[src/rtl/dual_diagonal_backsub.sv]
// dual_diagonal_backsub: streaming GF(2) back-substitution x[i] = x[i-1] ^ y[i], restarting every NUM_WORDS words.
module dual_diagonal_backsub #(
  parameter int WIDTH     = 16,
  parameter int NUM_WORDS = 8
) (
  input  logic             i_clock,
  input  logic             i_reset,
  input  logic [WIDTH-1:0] i_in_data,
  input  logic             i_in_valid,
  output logic [WIDTH-1:0] o_out_data,
  output logic             o_out_valid
);
  localparam int IDX_W = $clog2(NUM_WORDS);
  logic [IDX_W-1:0] idx_q, idx_d;
  logic [WIDTH-1:0] acc_q, acc_d;
  logic             valid_q, valid_d;
  always_comb begin
    acc_d   = i_in_valid ? ((idx_q == '0) ? i_in_data : acc_q ^ i_in_data) : acc_q;
    idx_d   = !i_in_valid ? idx_q : (idx_q == IDX_W'(NUM_WORDS - 1)) ? '0 : idx_q + 1'b1;
    valid_d = i_in_valid;
  end
  always_ff @(posedge i_clock) begin
    if (i_reset) begin
      idx_q   <= '0;
      acc_q   <= '0;
      valid_q <= 1'b0;
    end else begin
      idx_q   <= idx_d;
      acc_q   <= acc_d;
      valid_q <= valid_d;
    end
  end
  // The accumulator always equals the last emitted word, so it doubles as the output register.
  assign o_out_data  = acc_q;
  assign o_out_valid = valid_q;
endmodule

[config.mk]
export PLATFORM = sky130hd
export DESIGN_NAME = dual_diagonal_backsub
export DESIGN_NICKNAME = d
export VERILOG_FILES = /design/src/rtl/dual_diagonal_backsub.sv
export SDC_FILE = /design/constraint.sdc
export NUM_CORES = 1
export LEC_CHECK = 0
export ABC_CLOCK_PERIOD_IN_PS = 1700
export CAP_MARGIN = 20
export CORE_MARGIN = 2
export CORE_UTILIZATION = 43
export CTS_CLUSTER_SIZE = 28
export DETAILED_ROUTE_END_ITERATION = 8
export GPL_TIMING_DRIVEN = 0
export HOLD_SLACK_MARGIN = 0.05
export PLACE_DENSITY = 0.85
export SKIP_CTS_REPAIR_TIMING = 1
export SYNTH_ARGS = -nofsm -noshare
export SYNTH_HDL_FRONTEND = slang
export SYNTH_SLANG_ARGS = --single-unit
[constraint.sdc]
create_clock -name i_clock -period 1.7 [get_ports i_clock]
set_clock_uncertainty 0.15 [all_clocks]
set_input_delay 0.34 -clock i_clock [delete_from_list [all_inputs] [get_ports i_clock]]
set_output_delay 0.34 -clock i_clock [all_outputs]
set_load 0.05 [all_outputs]
==> results.py <==
metrics = {
    "cts": {
        "clkTransAtPathRegs_ps": 110,
        "cts_tree": "built",
        "cts.sinks": 20,
        "clk_path_buf_depth": 2,
        "clock_latency_ps": 290,
        "numCtsBuffers": 3,
        "root_buffer": "clkbuf_4",
        "htree_levels": 1,
    },
    "power": {
        "power_density_nw_per_um2": 760.0,
        "power_mw": 1.096,
        "ir_drop_mv": 0.4787,
        "power.static_leakage_nw": 0.7989,
    },
    "grt": {
        "grt_max_degree": 11,
        "antenna_found_initial": 0,
        "grt_usage_pct": 19.81,
        "grt_pass1_wl_um": 4043,
        "grt_overflow_total": 0,
        "grt_pass1_vias": 1005,
    },
    "layout": {
        "nFillCells": 189,
        "fin_area_um2": 1443,
        "area_delta_synth_final_pct": 44.67,
        "utilization_pct": 65.21,
        "layoutNonFillerInstCount": 178,
        "final_nets": 174,
        "final_common_cell": "dfxtp_1",
        "antennaDiodeCount": 0,
        "drive_above_1_share_pct": 19.33,
        "layout_common_cells": "dfxtp_1, nand2_1, clkdlybuf4s50_1, dlymetal6s2s_1, a211oi_1",
    },
    "timing": {
        "hold_ws_ps": 355.9,
        "finalSetupViolations": 0,
        "hold_violations": 0,
        "relSlewSlack_pct": 64.83,
        "period_share_pct": 95.78,
        "rsz0062_at_grt": "false",
        "post-route-min-period_ps": 1628,
        "tightestPinTransition_ps": 526.7,
        "max_clock_freq_ghz": 0.6142,
        "finalMaxSlewViolations": 0,
    },
    "routing": {
        "via_per_inst": 5.528,
        "avgRoutedWirePerCell_um": 13.81,
        "route.detailed.drc": 0,
        "drtIter0Drc": 11,
        "vias": 984,
        "ant_nets": 0,
        "dr.pass1.iters": 4,
        "routed_wl_um": 2459,
    },
    "place": {
        "portBuffers": 34,
        "dpl_cell_area_um2": 1373,
        "hpwlAfterDp_um": 1761,
        "dpl.cell_count": 175,
        "gp_congestion": 0.6641,
    },
    "synthesis": {
        "netlist-cell-type-count": 23,
        "syn-num-nets": 135,
        "yosys_warnings": 0,
        "avgSynthCellArea_um2": 8.825,
        "seq_area_frac_synth_pct": 40.15,
        "ys_ff_latch": 20,
        "synth_area_um2": 997.2,
        "synth_edf_count": 0,
        "synth_ff_type": "dfxtp_1",
        "synthArstFlopShare_pct": 0,
        "synthCells": 113,
    },
    "floorplanning": {
        "fp.dieArea_um2": 2720,
        "die_w_um": 52.16,
        "boundaryPins": 36,
        "fp.dieH_um": 52.16,
        "core_um2": 2212,
        "initial_core_util_pct": 45.08,
        "fp-row-count": 17,
    },
    "critical_path": {
        "path_cells": "dlymetal6s2s_1",
        "path_class": "flip-flop to primary output",
        "cp_data_arrival_time_ps": 1140,
        "slowest_stage": "dlymetal6s2s_1",
        "critPathBufInv": 1,
        "max_stage_delay_ps": 450,
        "crit_family": "buffers and inverters",
        "cp-start-kind": "flip-flop",
        "crit_required_ps": 1210,
        "crit_path_max_fanout": 4,
        "cp-end-kind": "primary output",
    },
    "flow_run": {
        "drv_cap": 0,
    },
    "run_status": {
        "status": "finished clean",
    },
    "hold_path": {
        "hold_class": "flip-flop to flip-flop",
    },
}
## worst min-delay path, stage by stage, from the launching register on
cell,delay [ps]
dfxtp_2,350
nand2_1,60
a21oi_1,60
## report_power, final
part           total (mW)  switching (mW)  internal, mW
clock network       0.221           0.138        0.0825
registers           0.525          0.0238         0.501
logic               0.351           0.203         0.148
## path summary, 6_finish.rpt
kind	slack (ps)	endpoint	depth (start not counted)	from
hold / removal	360	idx_q[1]	2	idx_q[1]
setup / recovery	70	o_out_data[15]	1	o_out_data[15]
hold reg to reg	360	idx_q[1]	2	idx_q[1]
setup reg to reg	110	o_out_data[13]	6	idx_q[0]
## flip-flops by register name, summed over array words and instances (netlist names)
signal,flops
idx_q,3
o_out_data,16
o_out_valid,1
## synthesized netlist by cell type (2+ instances only)
| cell | n | area (um2) |
|---|---|---|
| a211oi_1 | 15 | 112.6 |
| a21oi_1 | 3 | 15.01 |
| a2bb2oi_1 | 2 | 17.52 |
| a31o_2 | 14 | 122.6 |
| buf_2 | 2 | 10.01 |
| buf_6 | 2 | 22.52 |
| clkbuf_1 | 3 | 11.26 |
| dfxtp_1 | 20 | 400.4 |
| ha_1 | 3 | 37.54 |
| inv_1 | 4 | 15.01 |
| nand2_1 | 17 | 63.81 |
| nor2_1 | 3 | 11.26 |
| o21ai_0 | 15 | 75.07 |
## metal layers
layer  GRT usage, %  wire (um)
met5              0          0
met4          9.829         17
met3          3.736        159
met2          33.54       1183
met1          23.84       1099
## cell families (layout without fill, tap and decap cells)
group	count (synthesis)	count (layout)	synth area share [%]
AOI/OAI and AO/OA	50	50	35.26
adders and majority gates	3	3	3.765
buffers and inverters	14	51	7.904
DFF	20	20	40.15
muxes	1	1	1.004
and+or+nand+nor	25	25	11.92
## cell type report
cell class	count	area [um2]	area share [%]
Multi-Input combinational cell	79	520.5	36.08
Inverter	4	15.01	1.041
Sequential cell	20	402.9	27.93
Timing Repair Buffer	34	382.9	26.54
Clock buffer	3	22.52	1.561
Tap cell	28	35.03	2.428
Buffer	10	63.81	4.423
## through the flow
stage	worst slack (ps)	TNS [ps]
5_1_grt	25.92	0
4_1_cts	-314.3	-4639
2_1_floorplan	210.6	0
3_5_place_dp	-145.2	-1664
3_3_place_gp	-90.74	-1266
6_report	71.82	0
Note: power is estimated with default switching activity, not from simulation.
